--- src/rtl/piso_stream.sv ---
// piso_stream: parallel-in serial-out shifter with a valid/ready load
// handshake, per-word bit-order select and a shift-enable pacing tick.
// Back-to-back words stream with no idle cycle between them.
module piso_stream #(
    parameter  int WIDTH = 8,
    localparam int CNT_W = $clog2(WIDTH)
) (
    input  logic             clk,
    input  logic             clr,
    input  logic [WIDTH-1:0] parallel_in,
    input  logic             load_valid,
    output logic             load_ready,
    input  logic             lsb_first,
    input  logic             shift_en,
    output logic             serial_out,
    output logic             serial_valid,
    output logic             serial_last,
    output logic             busy
);

    typedef enum logic {
        IDLE  = 1'b0,
        SHIFT = 1'b1
    } state_t;

    localparam logic [CNT_W-1:0] LAST_IDX = CNT_W'(WIDTH - 1);

    state_t             state, state_n;
    logic [CNT_W-1:0]   cnt, cnt_n;
    logic [WIDTH-1:0]   shreg, shreg_n;
    logic               order_lsb, order_lsb_n;
    logic               out_n, valid_n, last_n;
    logic               accept;

    // Ready when empty, or when the final bit leaves on this edge so the
    // next word can follow without a gap.
    assign load_ready = (state == IDLE) ||
                        (state == SHIFT && serial_last && shift_en);
    assign accept     = load_valid && load_ready;
    assign busy       = serial_valid;

    // Next-state and next-output decode for load, shift and end of word.
    always_comb begin
        // NOTE: every output gets a hold value first so no path leaves it
        // unassigned; otherwise synthesis infers a latch.
        state_n     = state;
        cnt_n       = cnt;
        shreg_n     = shreg;
        order_lsb_n = order_lsb;
        out_n       = serial_out;
        valid_n     = serial_valid;
        last_n      = serial_last;

        if (accept) begin
            // Capture word and order; first bit becomes visible next cycle.
            state_n     = SHIFT;
            cnt_n       = '0;
            shreg_n     = parallel_in;
            order_lsb_n = lsb_first;
            out_n       = lsb_first ? parallel_in[0] : parallel_in[WIDTH-1];
            valid_n     = 1'b1;
            last_n      = 1'b0;
        end else if (state == SHIFT && shift_en) begin
            if (serial_last) begin
                // Word finished and nothing waiting: fall back to idle.
                state_n = IDLE;
                cnt_n   = '0;
                shreg_n = '0;
                out_n   = 1'b0;
                valid_n = 1'b0;
                last_n  = 1'b0;
            end else begin
                // Shift toward the output end chosen when the word loaded.
                cnt_n  = cnt + CNT_W'(1);
                last_n = ((cnt + CNT_W'(1)) == LAST_IDX);
                if (order_lsb) begin
                    shreg_n = {1'b0, shreg[WIDTH-1:1]};
                    out_n   = shreg[1];
                end else begin
                    shreg_n = {shreg[WIDTH-2:0], 1'b0};
                    out_n   = shreg[WIDTH-2];
                end
            end
        end
    end

    // State register.
    always_ff @(posedge clk or negedge clr) begin
        if (!clr) begin
            state <= IDLE;
        end else begin
            // NOTE: sequential state uses non-blocking assignment so every
            // flop samples the pre-edge values of the others.
            state <= state_n;
        end
    end

    // Datapath and registered serial outputs; reset aborts any word in flight.
    always_ff @(posedge clk or negedge clr) begin
        if (!clr) begin
            cnt          <= '0;
            shreg        <= '0;
            order_lsb    <= 1'b0;
            serial_out   <= 1'b0;
            serial_valid <= 1'b0;
            serial_last  <= 1'b0;
        end else begin
            cnt          <= cnt_n;
            shreg        <= shreg_n;
            order_lsb    <= order_lsb_n;
            serial_out   <= out_n;
            serial_valid <= valid_n;
            serial_last  <= last_n;
        end
    end

endmodule
--- config.mk ---
export PLATFORM = sky130hd
export DESIGN_NAME = piso_stream
export DESIGN_NICKNAME = d
export VERILOG_FILES = /design/src/rtl/piso_stream.sv
export SDC_FILE = /design/constraint.sdc
export NUM_CORES = 1
export LEC_CHECK = 0
export ABC_AREA = 1
export CAP_MARGIN = 15
export CELL_PAD_IN_SITES_DETAIL_PLACEMENT = 0
export CELL_PAD_IN_SITES_GLOBAL_PLACEMENT = 1
export CORE_ASPECT_RATIO = 0.5
export CORE_UTILIZATION = 32
export CTS_CLUSTER_DIAMETER = 150
export DETAILED_ROUTE_END_ITERATION = 12
export MAX_ROUTING_LAYER = met4
export PLACE_DENSITY = 0.79
export REMOVE_ABC_BUFFERS = 1
export SYNTH_ARGS = -nofsm -noshare
export SYNTH_HDL_FRONTEND = slang
export SYNTH_SLANG_ARGS = --single-unit
--- constraint.sdc ---
create_clock -name clk -period 1 [get_ports clk]
set_input_delay 0.2 -clock clk [delete_from_list [all_inputs] [get_ports clk]]
set_output_delay 0.2 -clock clk [all_outputs]
set_load 0.02 [all_outputs]
==> results of run 1 <==
how the worst min path moves through the flow:
stage	endpoint	slack, ps	cells past startpoint
CTS	serial_out	280	2
global route	busy	300	2
global placement	serial_out	470	2
detailed placement	shreg[7]	470	2
floorplan	busy	-100	0
finish	busy	280	2
layout make-up:
class                   instances  area [um2]  share of cell area
inverters                       7        26.3              0.0193
repair buffers                 34         355               0.261
clock buffers                   4        45.0              0.0331
well taps                      37        46.3              0.0340
flip-flops and latches         15         377               0.277
multi-input cells              91         510               0.375
routing by layer:
layer	vias up	global-route usage	routed length, um
met5	-	-	0
li1	453	-	-
met4	0	0.0283	19
met1	419	0.215	1160
met2	8	0.290	1060
met3	2	0.0419	47
registers in the layout, indices dropped and copies added, names as in the netlist:
register	flops
serial_last	1
order_lsb	1
shreg	8
busy	1
cnt	3
serial_out	1
cells by family after synthesis:
family	after synthesis	synth area share
adders and majority gates	2	0.0278
xor gates and xnor gates	1	0.00974
and+or+nand+nor	83	0.419
AOI/OAI and AO/OA	4	0.0223
buffers and inverters	15	0.104
DFF	15	0.417
worst max-delay path: stages, from the launching register on:
cell      delay [ps]
dfrtp_1          390
nand2_1           80
nand2_2           90
buf_8            160
buf_12           110
nand3b_1          60
nand3_1           80
nand2_1           60
through the flow:
stage / std cells / setup slack, ps / instance area (um2) / hold slack (ps)
after floorplan: 112 / -404 / 832 / -95.6
after global placement: 180 / -617 / 1190 / 469
after detailed placement: 180 / -623 / 1190 / 470
after CTS: 185 / -160 / 1260 / 280
after global routing: 188 / -237 / 1360 / 301
final: 188 / -157 / 1360 / 283
report_power, final:
part           internal (uW)  total, uW  switching (uW)
Combinational            901       1880             975
Sequential               852       1050             194
Clock                    282        493             211
repair_timing:
action | 4_1_cts | 5_1_grt
cloned | 1 | 1
pin swaps | 4 | 4
setup buffers | 0 | 2
setup endpoints to repair | 20 | 19
gates resized for setup | 37 | 15
cell usage after synthesis:
cell / count / share of area
dfrtp_1: 15 / 0.42
nand3_1: 30 / 0.17
nand2_1: 43 / 0.18
buf_4: 6 / 0.050
nor2_1: 2 / 0.0083
buf_6: 2 / 0.025
inv_1: 6 / 0.025
o21ai_0: 4 / 0.022
nand3b_1: 6 / 0.050
xor2_1: 1 / 0.0097
ha_1: 2 / 0.028
inv_2: 1 / 0.0042
nand2_2: 2 / 0.014
==> metrics.md, run 1 <==
| Metric | Value |
|---|---|
| Die height | `approximately 40 um` |
| Drt pass-1 iters | `4` |
| CTS tree | `yes` |
| Critical Path RT | `roughly 1100 ps` |
| Num CTS Buffers | `3` |
| Synth warnings | `0` |
| RePlAce Congestion | `~0.76` |
| Final HPWL DP | `between 1500 and 2000 um` |
| CP Launch Type | `flip-flop` |
| Post-DR vias/cell | `between 4 and 5` |
| Tot Pwr | `approximately 3400 uW` |
| Share of cells above drive strength 1 | `0.285` |
| Avg WL per Cell | `approximately 12 um` |
| First-pass GRT wire length | `roughly 3700 um` |
| Most frequent cells in the layout | `nand2_1, nand3_1, dfrtp_1` |
| Setup TNS | `-1810 ps` |
| Number of max-cap violations | `0` |
| Drt drc | `0` |
| Mapped cell area | `between 800 and 900 um2` |
| Area growth syn-to-layout | `51.2%` |
| Status | `complete, but fails checks` |
| Initial antenna violation count | `0` |
| Starting Density | `0.341` |
| Maximum net fanout on the critical path | `9` |
| Largest net degree at the start of global routing | `16` |
| Hold_buf cts | `0` |
| Actual slew at the worst max-slew pin | `approximately 180 ps` |
| Final core occ | `0.516` |
| Ports | `18` |
| CTS max path bufs | `2` |
| Syn Inst Count | `120` |
| Final nets | `around 170` |
| Worst Setup EP | `shreg[1]` |
| Hold WC Path Type | `in -> async` |
| Failing checks | `negative setup slack` |
| RSZ-0062 raised after global routing | `true` |
| F_max | `between 800 and 900 MHz` |
| Vias in the first global route | `between 700 and 800` |
| Syn avg cell area | `between 7 and 8 um2` |
| Post-layout min period | `1160 ps` |
| Netlist cell types | `13` |
| Root Buffer | `clkbuf_8` |
| Yosys reg bits | `15` |
| Power Density | `about 2500 nW/um2` |
| Site Rows | `13` |
| CTS clk-pin slew, worst paths | `around 60 ps` |
| Die footprint | `about 3000 um2` |
| CP endpoint kind | `flip-flop` |
| Clock sinks | `15` |
| Final ANT Viol Nets | `0` |
| Slew HR | `0.879` |
| Fin Clk Skew | `slightly below 2 ps` |
| Sequential area share after synthesis | `0.417` |
| Total gr overflow | `0` |
| Crit path launch | `serial_last` |
| Fin. Hold Viols | `0` |
| Core Region | `~2600 um2` |
| Final worst-path setup slack | `-157 ps` |
| ANT cells | `0` |
| H-Tree Depth | `1` |
| Fin crit share | `1.16` |
| Critical Path AT | `1290 ps` |
| Worst-skew pair later-pin latency | `between 200 and 250 ps` |
| Setup violations, final | `18` |
| Most common cell after layout, fill and taps aside | `nand2_1` |
| Vias after detailed routing | `roughly 880` |
| Flop2flop setup slack | `-160 ps` |
| Worst r2r dst | `shreg[1]` |
| Slew Viols, Final | `0` |
| Number of DRC markers in iteration 0 | `27` |
| CP Class | `reg -> reg` |
| Peak supply drop | `0.000859 V` |
| Leakage | `just under 0.0007 uW` |
| Worst r2r src | `serial_last` |
| Input/output buffers | `17` |
| Die X | `77.0 um` |
| Final wirelength | `2290 um` |
| Filler cell count | `252` |
| Register-to-Register Path Depth | `7` |
| GRT Resource Usage Total | `0.171` |
Power figures use the tool's default switching activity.
==> run 2, diff against run 1 <==
Settings changed: CORE_ASPECT_RATIO 0.5 to unset, CORE_UTILIZATION 32 to 38, PLACE_DENSITY 0.79 to 0.87.
Clock period 1 ns to 1.43 ns, I/O delays scaled along.
==> metrics.md, run 2 (synthesis gave the netlist of run 1 again) <==
| Metric | Value |
|---|---|
| Die height | `50.7 um` |
| Clock sinks | `15` |
| Site Rows | `17` |
| Setup TNS | `0 ps` |
| Register-to-Register Path Depth | `7` |
| Largest reg by FF count | `shreg` |
| Final ANT Viol Nets | `0` |
| Status | `completed` |
| Initial antenna violation count | `0` |
| Ports | `18` |
| CTS clk-pin slew, worst paths | `about 90 ps` |
| DR WL met3 | `roughly 86 um` |
| Final wirelength | `between 2000 and 2500 um` |
| Vias in the first global route | `just over 900` |
| Most common cell after layout, fill and taps aside | `nand2_1` |
| CP max-delay cell | `dfrtp_1` |
| Final core occ | `0.527` |
| Actual slew at the worst max-slew pin | `about 300 ps` |
| Most frequent cells in the layout | `nand2_1, nand3_1, dfrtp_1` |
| F_max | `approximately 700 MHz` |
| Routed met2 length | `1080 um` |
| RePlAce Congestion | `approximately 0.81` |
| Slew HR | `0.795` |
| Number of DRC markers in iteration 0 | `18` |
| Final nets | `between 150 and 200` |
| Maximum net fanout on the critical path | `4` |
| Worst-skew pair later-pin latency | `around 290 ps` |
| Max reg flops | `8` |
| Place WS | `-374 ps` |
| Fin crit share | `0.975` |
| Input/output buffers | `17` |
| Largest net degree at the start of global routing | `16` |
| Die footprint | `about 2600 um2` |
| First-pass GRT wire length | `3750 um` |
| Core Region | `2210 um2` |
| Area growth syn-to-layout | `29.5%` |
| Number of max-cap violations | `0` |
| Critical Path RT | `1140 ps` |
| Slew Viols, Final | `0` |
| CP Class | `reg -> out` |
| Hold WC Path Type | `in -> async` |
| CTS tree | `yes` |
| Worst r2r dst | `shreg[3]` |
| Post-layout min period | `between 1000 and 1500 ps` |
| Power Density | `about 1700 nW/um2` |
| Critical Path AT | `1110 ps` |
| Post-DR vias/cell | `5.02` |
| Crit-path cells | `buf_4, clkdlybuf4s15_1` |
| Crit path launch | `serial_last` |
| Root Buffer | `clkbuf_4` |
| Starting Density | `0.407` |
| H-Tree Depth | `1` |
| Top Registers | `shreg x8, cnt x3` |
| Filler cell count | `about 230` |
| Highest routed layer | `met4` |
| Vias after detailed routing | `slightly below 900` |
| Final HPWL DP | `approximately 1600 um` |
| CP endpoint kind | `output pin` |
| Total gr overflow | `0` |
| Avg WL per Cell | `about 13 um` |
| Hold_buf cts | `0` |
| RSZ-0062 raised after global routing | `false` |
| Fin Clk Skew | `~4.7 ps` |
| Leakage | `between 0.0006 and 0.0007 uW` |
| GRT Resource Usage Total | `0.203` |
| M1 wire length | `slightly below 1000 um` |
| Setup violations, final | `0` |
| Drt pass-1 iters | `6` |
| Flop2flop setup slack | `~190 ps` |
| Drt drc | `0` |
| Peak supply drop | `approximately 0.0008 V` |
| CP peak stage delay | `between 300 and 400 ps` |
| Final worst-path setup slack | `approximately 36 ps` |
| Share of cells above drive strength 1 | `0.137` |
| Die X | `between 50 and 60 um` |
| Num CTS Buffers | `3` |
| Hold Slack | `slightly above 300 ps` |
| CP Launch Type | `flip-flop` |
| Worst r2r src | `serial_last` |
| Worst Setup EP | `serial_last` |
| Fin. Hold Viols | `0` |
| ANT cells | `0` |
| CTS max path bufs | `2` |
## run 2: stage by stage
stage / std cells / instance area (um2) / power, uW
final: 174 / 1160 / 1950
after global placement: 170 / 1150 / 1700
after CTS: 174 / 1160 / 1970
after global routing: 174 / 1160 / 2120
after detailed placement: 170 / 1150 / 1740
after floorplan: 112 / 832 / 1300
## run 2: where the power goes
| group | internal [uW] | switching (uW) |
|---|---|---|
| sequential | 592 | 150 |
| combinational | 412 | 546 |
| clock | 108 | 141 |
| total | 1110 | 837 |
## run 2: worst min path at each step
stage                     startpoint        to  slack, ps  cells after the start
after floorplan                  clr      busy        -10                      0
after global placement      shreg[7]  shreg[7]        460                      2
after detailed placement    shreg[0]  shreg[0]        470                      2
after CTS                        clr  shreg[4]        310                      2
after global routing             clr  shreg[3]        330                      2
final                            clr  shreg[3]        310                      2
## run 2: repair_timing
item | in CTS | in global routing
gates resized for setup | 9 | 0
setup endpoints to repair | 5 | 0
buffers inserted | 0 | 0
## run 2: area by class of cell
class | count | area [um2] | area share
repair buffers | 30 | 272 | 0.233
well taps | 28 | 35.0 | 0.0301
inverters | 7 | 26.3 | 0.0226
flip-flops and latches | 15 | 375 | 0.322
clock buffers | 4 | 26.3 | 0.0226
multi-input cells | 90 | 430 | 0.369
## run 2: worst max-delay path: cells and delay by family (launching register included)
kind     cells  cell delay [ps]
buf+inv      2              440
flops        1              390
## run 2: layer usage
layer  GRT usage  vias up
met1       0.233      403
met2       0.333       22
met4       0.116        0
met3      0.0364        4
li1            -      445
met5           -        -
